## config.mk

```make
export PLATFORM = sky130hd
export DESIGN_NAME = fetch_unit
export DESIGN_NICKNAME = d
export VERILOG_FILES = /design/src/rtl/cpu_pkg.sv /design/src/rtl/fetch_queue.sv /design/src/rtl/fetch_unit.sv
export SDC_FILE = /design/constraint.sdc
export NUM_CORES = 1
export LEC_CHECK = 0
export ABC_AREA = 1
export BUFFER_PORTS_ARGS = -buffer_cell sky130_fd_sc_hd__buf_4
export CAP_MARGIN = 20
export CORE_MARGIN = 1.5
export CORE_UTILIZATION = 43
export CTS_BUF_LIST = sky130_fd_sc_hd__clkbuf_16
export DETAILED_ROUTE_END_ITERATION = 10
export REMOVE_ABC_BUFFERS = 1
export SETUP_SLACK_MARGIN = 0.05
export SLEW_MARGIN = 20
export SYNTH_ARGS = -nofsm -noshare
export SYNTH_HDL_FRONTEND = slang
export SYNTH_SLANG_ARGS = --single-unit
```

## constraint.sdc

```tcl
create_clock -name clk -period 4.8 [get_ports clk]
set_clock_uncertainty 0.2 [all_clocks]
set_input_delay 0.48 -clock clk [delete_from_list [all_inputs] [get_ports clk]]
set_output_delay 0.48 -clock clk [all_outputs]
set_load 0.03 [all_outputs]
```

## src/rtl/cpu_pkg.sv

```systemverilog
// Shared types and constants for the RV32I core front end.
package cpu_pkg;

    localparam int XLEN = 32;
    localparam int ILEN = 32;

    // addi x0, x0, 0
    localparam logic [ILEN-1:0] NOP_INSTR = 32'h0000_0013;

    // One fetched instruction together with the address it came from.
    typedef struct packed {
        logic [XLEN-1:0] pc;
        logic [ILEN-1:0] instr;
    } fetch_entry_t;

endpackage

```

## src/rtl/fetch_queue.sv

```systemverilog
// In-order queue of fetched {pc, instr} entries between the fetch logic and
// decode. Head is read combinationally so a pushed entry is visible the cycle
// after it is written; flush empties the queue in one cycle.
module fetch_queue
    import cpu_pkg::*;
#(
    parameter int DEPTH = 4,
    localparam int PW = $clog2(DEPTH),
    localparam int CW = $clog2(DEPTH) + 1
) (
    input  logic          clk,
    input  logic          rst,
    input  logic          push,
    input  fetch_entry_t  push_data,
    input  logic          pop,
    input  logic          flush,
    output logic [CW-1:0] count,
    output fetch_entry_t  head
);

    fetch_entry_t  mem_reg [DEPTH];
    logic [PW-1:0] wr_ptr_reg;
    logic [PW-1:0] wr_ptr_next;
    logic [PW-1:0] rd_ptr_reg;
    logic [PW-1:0] rd_ptr_next;
    logic [CW-1:0] count_reg;
    logic [CW-1:0] count_next;
    logic          full;
    logic          empty;
    logic          do_push;
    logic          do_pop;

    assign full    = (count_reg == CW'(DEPTH));
    assign empty   = (count_reg == '0);
    assign do_push = push && !full && !flush;
    assign do_pop  = pop && !empty && !flush;

    // Pointer and occupancy update; DEPTH is a power of two so pointers wrap naturally.
    always_comb begin
        wr_ptr_next = wr_ptr_reg;
        rd_ptr_next = rd_ptr_reg;
        count_next  = count_reg;
        if (flush) begin
            wr_ptr_next = '0;
            rd_ptr_next = '0;
            count_next  = '0;
        end else begin
            if (do_push) begin
                wr_ptr_next = wr_ptr_reg + PW'(1);
            end
            if (do_pop) begin
                rd_ptr_next = rd_ptr_reg + PW'(1);
            end
            case ({do_push, do_pop})
                2'b10:   count_next = count_reg + CW'(1);
                2'b01:   count_next = count_reg - CW'(1);
                default: count_next = count_reg;
            endcase
        end
    end

    // Control state register; reset empties the queue immediately.
    always_ff @(posedge clk or posedge rst) begin
        if (rst) begin
            wr_ptr_reg <= '0;
            rd_ptr_reg <= '0;
            count_reg  <= '0;
        end else begin
            wr_ptr_reg <= wr_ptr_next;
            rd_ptr_reg <= rd_ptr_next;
            count_reg  <= count_next;
        end
    end

    // Entry storage; contents need no reset because count gates the head.
    always_ff @(posedge clk) begin
        if (do_push) begin
            mem_reg[wr_ptr_reg] <= push_data;
        end
    end

    assign count = count_reg;
    assign head  = empty ? '0 : mem_reg[rd_ptr_reg];

    // The fetch credit scheme must never let a response arrive into a full queue.
    overflow_check: assert property (@(posedge clk) disable iff (rst) !(push && full));

endmodule

```

## src/rtl/fetch_unit.sv

```systemverilog
// RV32I instruction-fetch stage: issues fixed-latency fetch requests, captures
// responses into an in-order queue and presents {pc, instr} to decode. A
// redirect flushes everything in flight and restarts fetch at the new target.
module fetch_unit #(
    parameter int              XLEN        = 32,
    parameter logic [XLEN-1:0] RESET_PC    = 32'h0000_0000,
    parameter int              QUEUE_DEPTH = 4
) (
    input  logic            clk,
    input  logic            rst,
    output logic            imem_req,
    output logic [XLEN-1:0] imem_addr,
    input  logic [31:0]     imem_rdata,
    input  logic            redirect_valid,
    input  logic [XLEN-1:0] redirect_pc,
    output logic            out_valid,
    input  logic            out_ready,
    output logic [XLEN-1:0] out_pc,
    output logic [31:0]     out_instr
);
    import cpu_pkg::*;

    localparam int CW = $clog2(QUEUE_DEPTH) + 1;

    logic [XLEN-1:0] fetch_pc_reg;
    logic [XLEN-1:0] fetch_pc_next;
    logic            resp_pending_reg;
    logic            resp_pending_next;
    logic [XLEN-1:0] resp_pc_reg;
    logic [XLEN-1:0] resp_pc_next;
    logic [CW-1:0]   q_count;
    logic [CW:0]     in_flight;
    logic            credit_ok;
    logic            q_push;
    logic            q_pop;
    fetch_entry_t    q_push_data;
    fetch_entry_t    q_head;

    // Entries already queued plus the one response still on its way; no
    // credit is taken back for a pop happening in the same cycle.
    assign in_flight = {1'b0, q_count} + {{CW{1'b0}}, resp_pending_reg};
    assign credit_ok = (in_flight < (CW+1)'(QUEUE_DEPTH));

    assign imem_req  = !rst && !redirect_valid && credit_ok;
    assign imem_addr = fetch_pc_reg;

    // Next PC / response tracking: redirect overrides sequential fetch.
    always_comb begin
        fetch_pc_next     = fetch_pc_reg;
        resp_pending_next = 1'b0;
        resp_pc_next      = resp_pc_reg;
        if (redirect_valid) begin
            fetch_pc_next = redirect_pc & ~{{(XLEN-2){1'b0}}, 2'b11};
        end else if (imem_req) begin
            fetch_pc_next     = fetch_pc_reg + XLEN'(4);
            resp_pending_next = 1'b1;
            resp_pc_next      = fetch_pc_reg;
        end
    end

    // Fetch state register.
    always_ff @(posedge clk or posedge rst) begin
        if (rst) begin
            fetch_pc_reg     <= RESET_PC;
            resp_pending_reg <= 1'b0;
            resp_pc_reg      <= '0;
        end else begin
            fetch_pc_reg     <= fetch_pc_next;
            resp_pending_reg <= resp_pending_next;
            resp_pc_reg      <= resp_pc_next;
        end
    end

    // A response arriving during a redirect belongs to the old stream and is dropped.
    assign q_push            = resp_pending_reg && !redirect_valid;
    assign q_push_data.pc    = resp_pc_reg;
    assign q_push_data.instr = imem_rdata;
    assign q_pop             = out_valid && out_ready;

    fetch_queue #(
        .DEPTH (QUEUE_DEPTH)
    ) u_queue (
        .clk       (clk),
        .rst       (rst),
        .push      (q_push),
        .push_data (q_push_data),
        .pop       (q_pop),
        .flush     (redirect_valid),
        .count     (q_count),
        .head      (q_head)
    );

    assign out_valid = (q_count != '0) && !redirect_valid;
    assign out_pc    = q_head.pc;
    assign out_instr = q_head.instr;

endmodule
```

==> metrics.yaml, run 1 <==
floorplan:
  row_count: 64
  die_area_mm2: 0.0320
  dieHeight_um: 179
  die_w_um: 179
  start_util: 0.435
  coreArea_mm2: 0.0305
  num_io_pins: 166
worst_setup_path:
  cp_data_required_time_ns: 4.12
  rr_endpoint: "u_queue.mem_reg[0][22]"
  reg2regPathDepth: 5
  r2r_setup_slack_ns: 2.43
  end_kind: "output pin"
  critPathCapture: "out_instr[28]"
  cp-startpoint: "u_queue.rd_ptr_reg[0]"
  crit_fanout: 65
  critical_path_arrival_ns: 2.70
  crit_type: "register to output pin"
  critPathLaunchType: "register"
  timing.rr.start: "u_queue.count[0]"
sta:
  tightest_slew_ns: 1.00
  setup_viol: 0
  rsz0062_at_grt: "no"
  slew_violations: 0
  fmax_mhz: 296
  finalHoldViolations: 0
  fin_ws_ns: 1.42
  fin_tns_setup_ns: 0
  max_slew_margin: 0.331
  post-route-min-period_ns: 3.38
  hold-worst-slack_ns: 0.0195
  fin_crit_sh: 0.704
global_routing:
  grt_usage: 0.202
  grt_first_pass_wirelength_um: 49100
  overflow: 0
  grt_max_degree: 102
  antenna_found_initial: 1
  grt_pass1_vias: 8985
synth:
  ys_top_cells_by_area: "edfxtp_1 (56%), dfrtp_1 (13%), nor2_1 (9.2%)"
  synth_area_mm2: 0.0133
  ys_types: 39
  synth_most_common_cell: "nor2_1"
  synthArstFlopShare: 0.215
  synth_commonest_cells: "nor2_1 (327), edfxtp_1 (248), o21ai_0 (154)"
  netlist_instances: 1226
  post-synth-top-area-cell: "edfxtp_1"
  synth-edff-count: 248
  syn_avg_cell_area_um2: 10.8
  synth-seq-area-share: 0.689
  synth_top_flop_cell: "edfxtp_1"
  ys_ff_latch: 316
  yosysWarnings: 0
  synth_top_area_share: 0.561
clock_network:
  cts_buffers: 34
  clk_pin_slew_worst_paths_ns: 0.06
  cts.sinks: 316
  clk_latency_ns: 0.50
  cts_buffer_depth: 3
  tritoncts: "yes"
  htree_levels: 2
  cts_root_buffer: "clkbuf_16"
route:
  route.detailed.drc: 0
  vias: 9344
  postRouteAntennaNets: 0
  wl_per_cell_um: 17.2
  routed_wl_um: 31600
  drt_pass1_iterations: 4
  vias_per_cell: 5.09
  dr.first_iter.drc_count: 598
power:
  irDropWorstVdd_v: 0.000199
  finalPower_mw: 7.42
  power-per-cell-area_mw_per_mm2: 452
  power_leakage_nw: 6.44
placement:
  port_buffers: 159
  dpl_worst_slack_ns: 1.67
  dp_hpwl_um: 18000
  gp_congestion: 0.823
final_layout:
  largest_reg_flops: 248
  syn2layout_area_growth_pct: 23.5
  nets: 1490
  seq_area_mm2: 0.00915
  fillers: 2650
  multiInputGateArea_mm2: 0.00363
  drive_gt1_frac: 0.174
hold_path:
  min_from: "redirect_pc[31]"
  min_path_type: "primary input to register"
flow_run:
  maxCapViolCount: 0
outcome:
  outcome: "finished clean"
[worst min path at each step]
stage,end,depth (start not counted)
floorplan,u_queue.mem_reg[0][34],0
global placement,u_queue.mem_reg[1][43],0
detailed placement,u_queue.mem_reg[0][41],0
CTS,imem_addr[9],3
global route,imem_addr[24],3
finish,imem_addr[31],3
[worst max-delay path, cell delays in order (launching register included)]
cell,delay (ns)
dfrtp_4,0.65
buf_4,0.46
buf_16,0.32
nor2_1,0.09
nor2_1,0.10
o21ai_0,0.10
a21oi_1,0.23
buf_4,0.21
[kinds of logic after synthesis]
family / Yosys count / synth area share
other cells: 1 / 0.000282
xor+xnor: 6 / 0.00396
fa+ha+maj: 6 / 0.00622
flops: 316 / 0.689
buf+inv: 123 / 0.0413
simple gates: 526 / 0.163
compound gates: 248 / 0.0970
[where the power goes]
group          internal (mW)  total (mW)  switching, mW
logic                  0.517        1.58           1.06
registers               3.14        3.30          0.161
clock network           1.54        2.54           1.01
total                   5.19        7.42           2.23
[stage by stage]
| stage | instance area [um2] | utilization | cells |
|---|---|---|---|
| finish | 16400 | 0.538 | 1837 |
| global route | 16400 | 0.538 | 1836 |
| CTS | 16400 | 0.537 | 1835 |
| detailed placement | 14900 | 0.487 | 1732 |
| global placement | 14900 | 0.487 | 1732 |
| floorplan | 13000 | - | 1164 |
[area by class of cell]
class,instances,share of cell area
multi-input combinational,790,0.221
clock buffer,35,0.0534
timing repair buffer,216,0.110
clock inverter,25,0.0133
inverter,58,0.0133
sequential,316,0.558
tap,396,0.0302
antenna,1,0.000153
[cell usage in the layout, fill, tap and decap left out, drive strengths merged, types with 6 or more instances in the layout]
cell type      n
a22oi          6
nor2         334
dlygate4sd3   43
nand3         50
o21ai        155
buf          173
inv           65
nand4          8
nand2        130
a21oi         77
clkbuf        35
edfxtp       248
dfrtp         68
clkinv        13
[per-layer routing]
metal / vias to the layer above / wire, um / GRT usage / share of wire
li1: 4577 / - / - / -
met1: 4455 / 13700 / 0.264 / 0.43
met2: 260 / 15300 / 0.340 / 0.49
met3: 52 / 1800 / 0.0371 / 0.057
met4: 0 / 712 / 0.0635 / 0.023
met5: - / 0 / 0 / 0
[repair_timing]
| item | CTS | global route |
|---|---|---|
| resized for setup | 0 | 0 |
| endpoints found under the hold margin | 139 | 0 |
| hold buffers | 43 | 0 |
| buffers inserted | 0 | 0 |
| setup endpoints to repair | 0 | 0 |
Power figures use the tool's default switching activity.
==> inputs of run 2 (changes only) <==
==> constraint.sdc (replaced) <==
create_clock -name clk -period 3.05 [get_ports clk]
set_clock_uncertainty 0.2 [all_clocks]
set_input_delay 0.305 -clock clk [delete_from_list [all_inputs] [get_ports clk]]
set_output_delay 0.305 -clock clk [all_outputs]
set_load 0.03 [all_outputs]
==> metrics.yaml, run 2 (same netlist as run 1, synthesis figures left out) <==
clock_network:
  tritoncts: "yes"
  htree_levels: 2
  clk_latency_ns: 0.51
  cts_root_buffer: "clkbuf_16"
  clk_pin_slew_worst_paths_ns: 0.06
  cts_buffers: 35
  cts_buffer_depth: 3
  cts.sinks: 316
  post_cts_buffers: 0
global_routing:
  grt_max_degree: 78
  grt_pass1_vias: 9090
  overflow: 0
  antenna_found_initial: 0
  grt_first_pass_wirelength_um: 49300
  grt_usage: 0.200
sta:
  tightest_slew_ns: 0.903
  fmax_mhz: 366
  rsz0062_at_grt: "no"
  post-route-min-period_ns: 2.73
  slew_violations: 0
  fin_ws_ns: 0.317
  hold-worst-slack_ns: 0.0801
  max_slew_margin: 0.398
  fin_crit_sh: 0.896
  setup_viol: 0
  finalHoldViolations: 0
power:
  power_leakage_nw: 6.60
  finalPower_mw: 11.9
  irDropWorstVdd_v: 0.000346
  power-per-cell-area_mw_per_mm2: 707
route:
  routed_wl_um: 31700
  wl_per_cell_um: 17.0
  drt_pass1_iterations: 5
  route.detailed.drc: 0
  vias: 9594
  vias_per_cell: 5.14
  postRouteAntennaNets: 0
  dr.first_iter.drc_count: 582
floorplan:
  die_area_mm2: 0.0320
  coreArea_mm2: 0.0305
  start_util: 0.435
  die_w_um: 179
  dieHeight_um: 179
  num_io_pins: 166
  row_count: 64
placement:
  gp_congestion: 0.820
  port_buffers: 159
  dpl_worst_slack_ns: 0.564
  dp_hpwl_um: 18900
final_layout:
  multiInputGateArea_mm2: 0.00363
  fillers: 2609
  syn2layout_area_growth_pct: 26.5
  final_cell_mix: "nor2_1 (323), edfxtp_1 (248), buf_4 (166), o21ai_0 (154), nand2_1 (126)"
  nets: 1519
  seq_area_mm2: 0.00915
  largest_reg_flops: 248
  drive_gt1_frac: 0.178
  n_antenna_cell: 0
  final_util: 0.551
  mostFrequentLayoutCell: "nor2_1"
worst_setup_path:
  path_cells: "nor2_1 > nand2_1 > inv_2 > buf_4 > a21oi_1 > buf_4"
  crit_type: "register to output pin"
  cp_num_buf_inv: 3
  cp_data_required_time_ns: 2.54
  critPathLaunchType: "register"
  cpMostUsedCell: "buf_4"
  critical_path_arrival_ns: 2.23
  crit_fanout: 19
  end_kind: "output pin"
  slowest_stage: "dfrtp_1"
  cp_slowest_stage_delay_ns: 0.45
  cp_top_family: "buffers and inverters"
hold_path:
  min_path_type: "primary input to register"
outcome:
  outcome: "finished clean"
flow_run:
  maxCapViolCount: 0
-- run 2: cell count changes in the layout (fill, tap and decap cells not counted), sizes merged --
cell	previous run	this run
dlygate4sd3	43	64
clkinvlp	1	3
clkinv	13	15
clkbuf	35	36
diode	1	0
buf	173	180
inv	65	63
-- run 2: path summary, 6_finish.rpt --
check                                  from                endpoint  slack (ns)  cells after the start
hold reg to reg             resp_pc_reg[21]  u_queue.mem_reg[2][53]        0.31                      0
max in group asynchronous               rst   u_queue.rd_ptr_reg[0]        1.49                      4
min in group asynchronous               rst         resp_pc_reg[10]        0.51                      4
hold / removal               redirect_valid           imem_addr[12]        0.08                      3
setup / recovery           u_queue.count[0]              out_pc[29]        0.32                      6
setup reg to reg           u_queue.count[0]        u_queue.count[2]        0.83                     11
-- run 2: power by group --
part / internal [mW] / switching [mW] / total, mW
clock: 2.49 / 1.65 / 4.14
sequential: 4.94 / 0.237 / 5.18
combinational: 0.873 / 1.69 / 2.57
total: 8.31 / 3.58 / 11.9
-- run 2: what timing repair did --
| item | 4_1_cts | 5_1_grt |
|---|---|---|
| hold buffers | 64 | 0 |
| endpoints found under the hold margin | 222 | 0 |
| gates resized for setup | 0 | 0 |
-- run 2: through the flow --
stage / area [um2] / std cells / setup TNS (ns)
6_report: 16800 / 1867 / 0
2_1_floorplan: 13000 / 1164 / -344.39
4_1_cts: 16800 / 1867 / 0
3_3_place_gp: 15000 / 1740 / 0
5_1_grt: 16800 / 1867 / 0
3_5_place_dp: 15000 / 1740 / 0
-- run 2: worst register-to-register path: stages (launching register included) --
cell and delay (ns):
dfrtp_1 0.45, nor2_1 0.11, nand2_1 0.08, nand2_2 0.18, nand3_2 0.17, inv_1 0.07
fa_1 0.38, xor2_1 0.19, nand3b_1 0.13, nand2_1 0.05, nand2_1 0.06, nand2_1 0.05
-- run 2: per-layer routing --
metal	up-vias	part of all wire	GRT usage
met2	230	0.48	0.338
met3	57	0.049	0.0348
met4	0	0.023	0.0587
met5	-	0	0
met1	4676	0.45	0.265
li1	4631	-	-
-- run 2: layout make-up --
class,count,share of cell area
multi-input cells,790,0.216
inverters,58,0.0130
clock inverters,27,0.0146
well taps,396,0.0295
clock buffers,36,0.0536
repair buffers,244,0.129
flip-flops and latches,316,0.545
==> inputs of run 3 (changes only) <==
--- a/config.mk
+++ b/config.mk
@@ -12,6 +12,7 @@
 export CORE_UTILIZATION = 43
 export CTS_BUF_LIST = sky130_fd_sc_hd__clkbuf_16
 export DETAILED_ROUTE_END_ITERATION = 10
+export PLACE_DENSITY_LB_ADDON = 0.08
 export REMOVE_ABC_BUFFERS = 1
 export SETUP_SLACK_MARGIN = 0.05
 export SLEW_MARGIN = 20
==> constraint.sdc (replaced) <==
create_clock -name clk -period 3.31 [get_ports clk]
set_clock_uncertainty 0.2 [all_clocks]
set_input_delay 0.331 -clock clk [delete_from_list [all_inputs] [get_ports clk]]
set_output_delay 0.331 -clock clk [all_outputs]
set_load 0.03 [all_outputs]
==> metrics.yaml, run 3 (same netlist as run 1, synthesis figures left out) <==
outcome:
  outcome: "finished, violations left"
  violations: "hold timing"
route:
  dr.first_iter.drc_count: 551
  vias: 9357
  drt_pass1_iterations: 5
  routed_wl_um: 31800
  route.detailed.drc: 0
  wl_per_cell_um: 17.1
  postRouteAntennaNets: 0
  vias_per_cell: 5.02
sta:
  post-route-min-period_ns: 2.96
  max_slew_margin: 0.396
  tightest_slew_ns: 0.906
  setup_viol: 0
  fin_crit_sh: 0.893
  rsz0062_at_grt: "no"
  fmax_mhz: 338
  hold-worst-slack_ns: -0.0241
  slew_violations: 0
  finalHoldViolations: 10
  fin_tns_setup_ns: 0
global_routing:
  grt_usage: 0.202
  antenna_found_initial: 0
  grt_pass1_vias: 9056
  grt-busiest-layer: "met2"
  met1_usage: 0.283
  overflow: 0
  globalRouteMet3Util: 0.0322
  grt.met2_usage: 0.328
  grt_first_pass_wirelength_um: 49400
  grt_max_degree: 102
worst_setup_path:
  r2r_setup_slack_ns: 1.12
  crit_fanout: 41
  cp_data_required_time_ns: 2.78
  critical_path_arrival_ns: 2.42
  rr_endpoint: "u_queue.count[2]"
  critPathLaunchType: "register"
  reg2regPathDepth: 11
  crit_type: "register to output pin"
  end_kind: "output pin"
  timing.rr.start: "u_queue.count[0]"
final_layout:
  n_antenna_cell: 0
  mostFrequentLayoutCell: "nor2_1"
  largest_reg_flops: 248
  nets: 1516
  drive_gt1_frac: 0.177
  syn2layout_area_growth_pct: 25.2
  fillers: 2656
  final_cell_mix: "nor2_1 (323), edfxtp_1 (248), buf_4 (172), o21ai_0 (154), nand2_1 (126)"
power:
  irDropWorstVdd_v: 0.000321
  power-per-cell-area_mw_per_mm2: 648
  power_leakage_nw: 6.55
  finalPower_mw: 10.8
floorplan:
  num_io_pins: 166
  die_w_um: 179
  dieHeight_um: 179
  die_area_mm2: 0.0320
  coreArea_mm2: 0.0305
  start_util: 0.435
  row_count: 64
placement:
  gp_congestion: 0.776
  port_buffers: 159
  dp_hpwl_um: 18200
clock_network:
  cts_root_buffer: "clkbuf_16"
  tritoncts: "yes"
  htree_levels: 2
  cts_resized: 0
  clk_pin_slew_worst_paths_ns: 0.06
  cts.sinks: 316
  clk_latency_ns: 0.50
  cts_buffer_depth: 3
  cts_buffers: 35
hold_path:
  min_path_type: "primary input to async pin"
flow_run:
  maxCapViolCount: 0
-- run 3: how the worst max path moves through the flow --
stage	start	endpoint	slack [ns]	cells past startpoint
after floorplan	u_queue.rd_ptr_reg[0]	out_pc[27]	-1.25	3
after global placement	redirect_valid	u_queue.count[2]	0.81	13
after detailed placement	redirect_valid	u_queue.count[2]	0.80	13
after CTS	u_queue.rd_ptr_reg[0]	out_pc[19]	0.29	6
after global routing	u_queue.rd_ptr_reg[0]	out_pc[28]	0.18	6
final	u_queue.rd_ptr_reg[0]	out_pc[28]	0.35	6
-- run 3: critical path, cell delays in order (launching register included) --
cell and delay [ns]:
dfrtp_4 0.77, buf_4 0.41, nor2_1 0.09, nor2_1 0.08, o21ai_0 0.10, a21oi_1 0.25
buf_4 0.21
-- run 3: power breakdown --
part	total, mW	internal, mW	switching [mW]	leakage (nW)
clock	3.68	2.18	1.50	0.571
sequential	4.80	4.55	0.248	3.07
combinational	2.30	0.775	1.52	2.92
-- run 3: routing by layer --
layer  wire [um]  up-vias
met3        1560       40
met5           0        -
met2       14700      237
li1            -     4618
met1       15100     4462
met4         488        0
-- run 3: timing repair --
| item | 4_1_cts | 5_1_grt |
|---|---|---|
| endpoints found under the setup margin | 0 | 0 |
| hold buffers | 63 | 0 |
| setup buffers | 0 | 0 |
| hold endpoints to repair | 159 | 0 |
-- run 3: through the flow --
step / setup WS [ns] / utilization / instances / cell area [um2]
global placement: 0.812 / 0.489 / 1738 / 14900
global route: 0.177 / 0.545 / 1864 / 16600
detailed placement: 0.802 / 0.489 / 1738 / 14900
CTS: 0.295 / 0.545 / 1864 / 16600
finish: 0.354 / 0.545 / 1864 / 16600
floorplan: -1.25 / - / 1164 / 13000
-- run 3: cell type report --
cell class	count	area, um2	area share
sequential	316	9150	0.550
multi-input combinational	790	3630	0.218
timing repair buffer	241	2040	0.123
clock buffer	37	926	0.0557
tap	396	495	0.0298
inverter	58	219	0.0132
clock inverter	26	171	0.0103
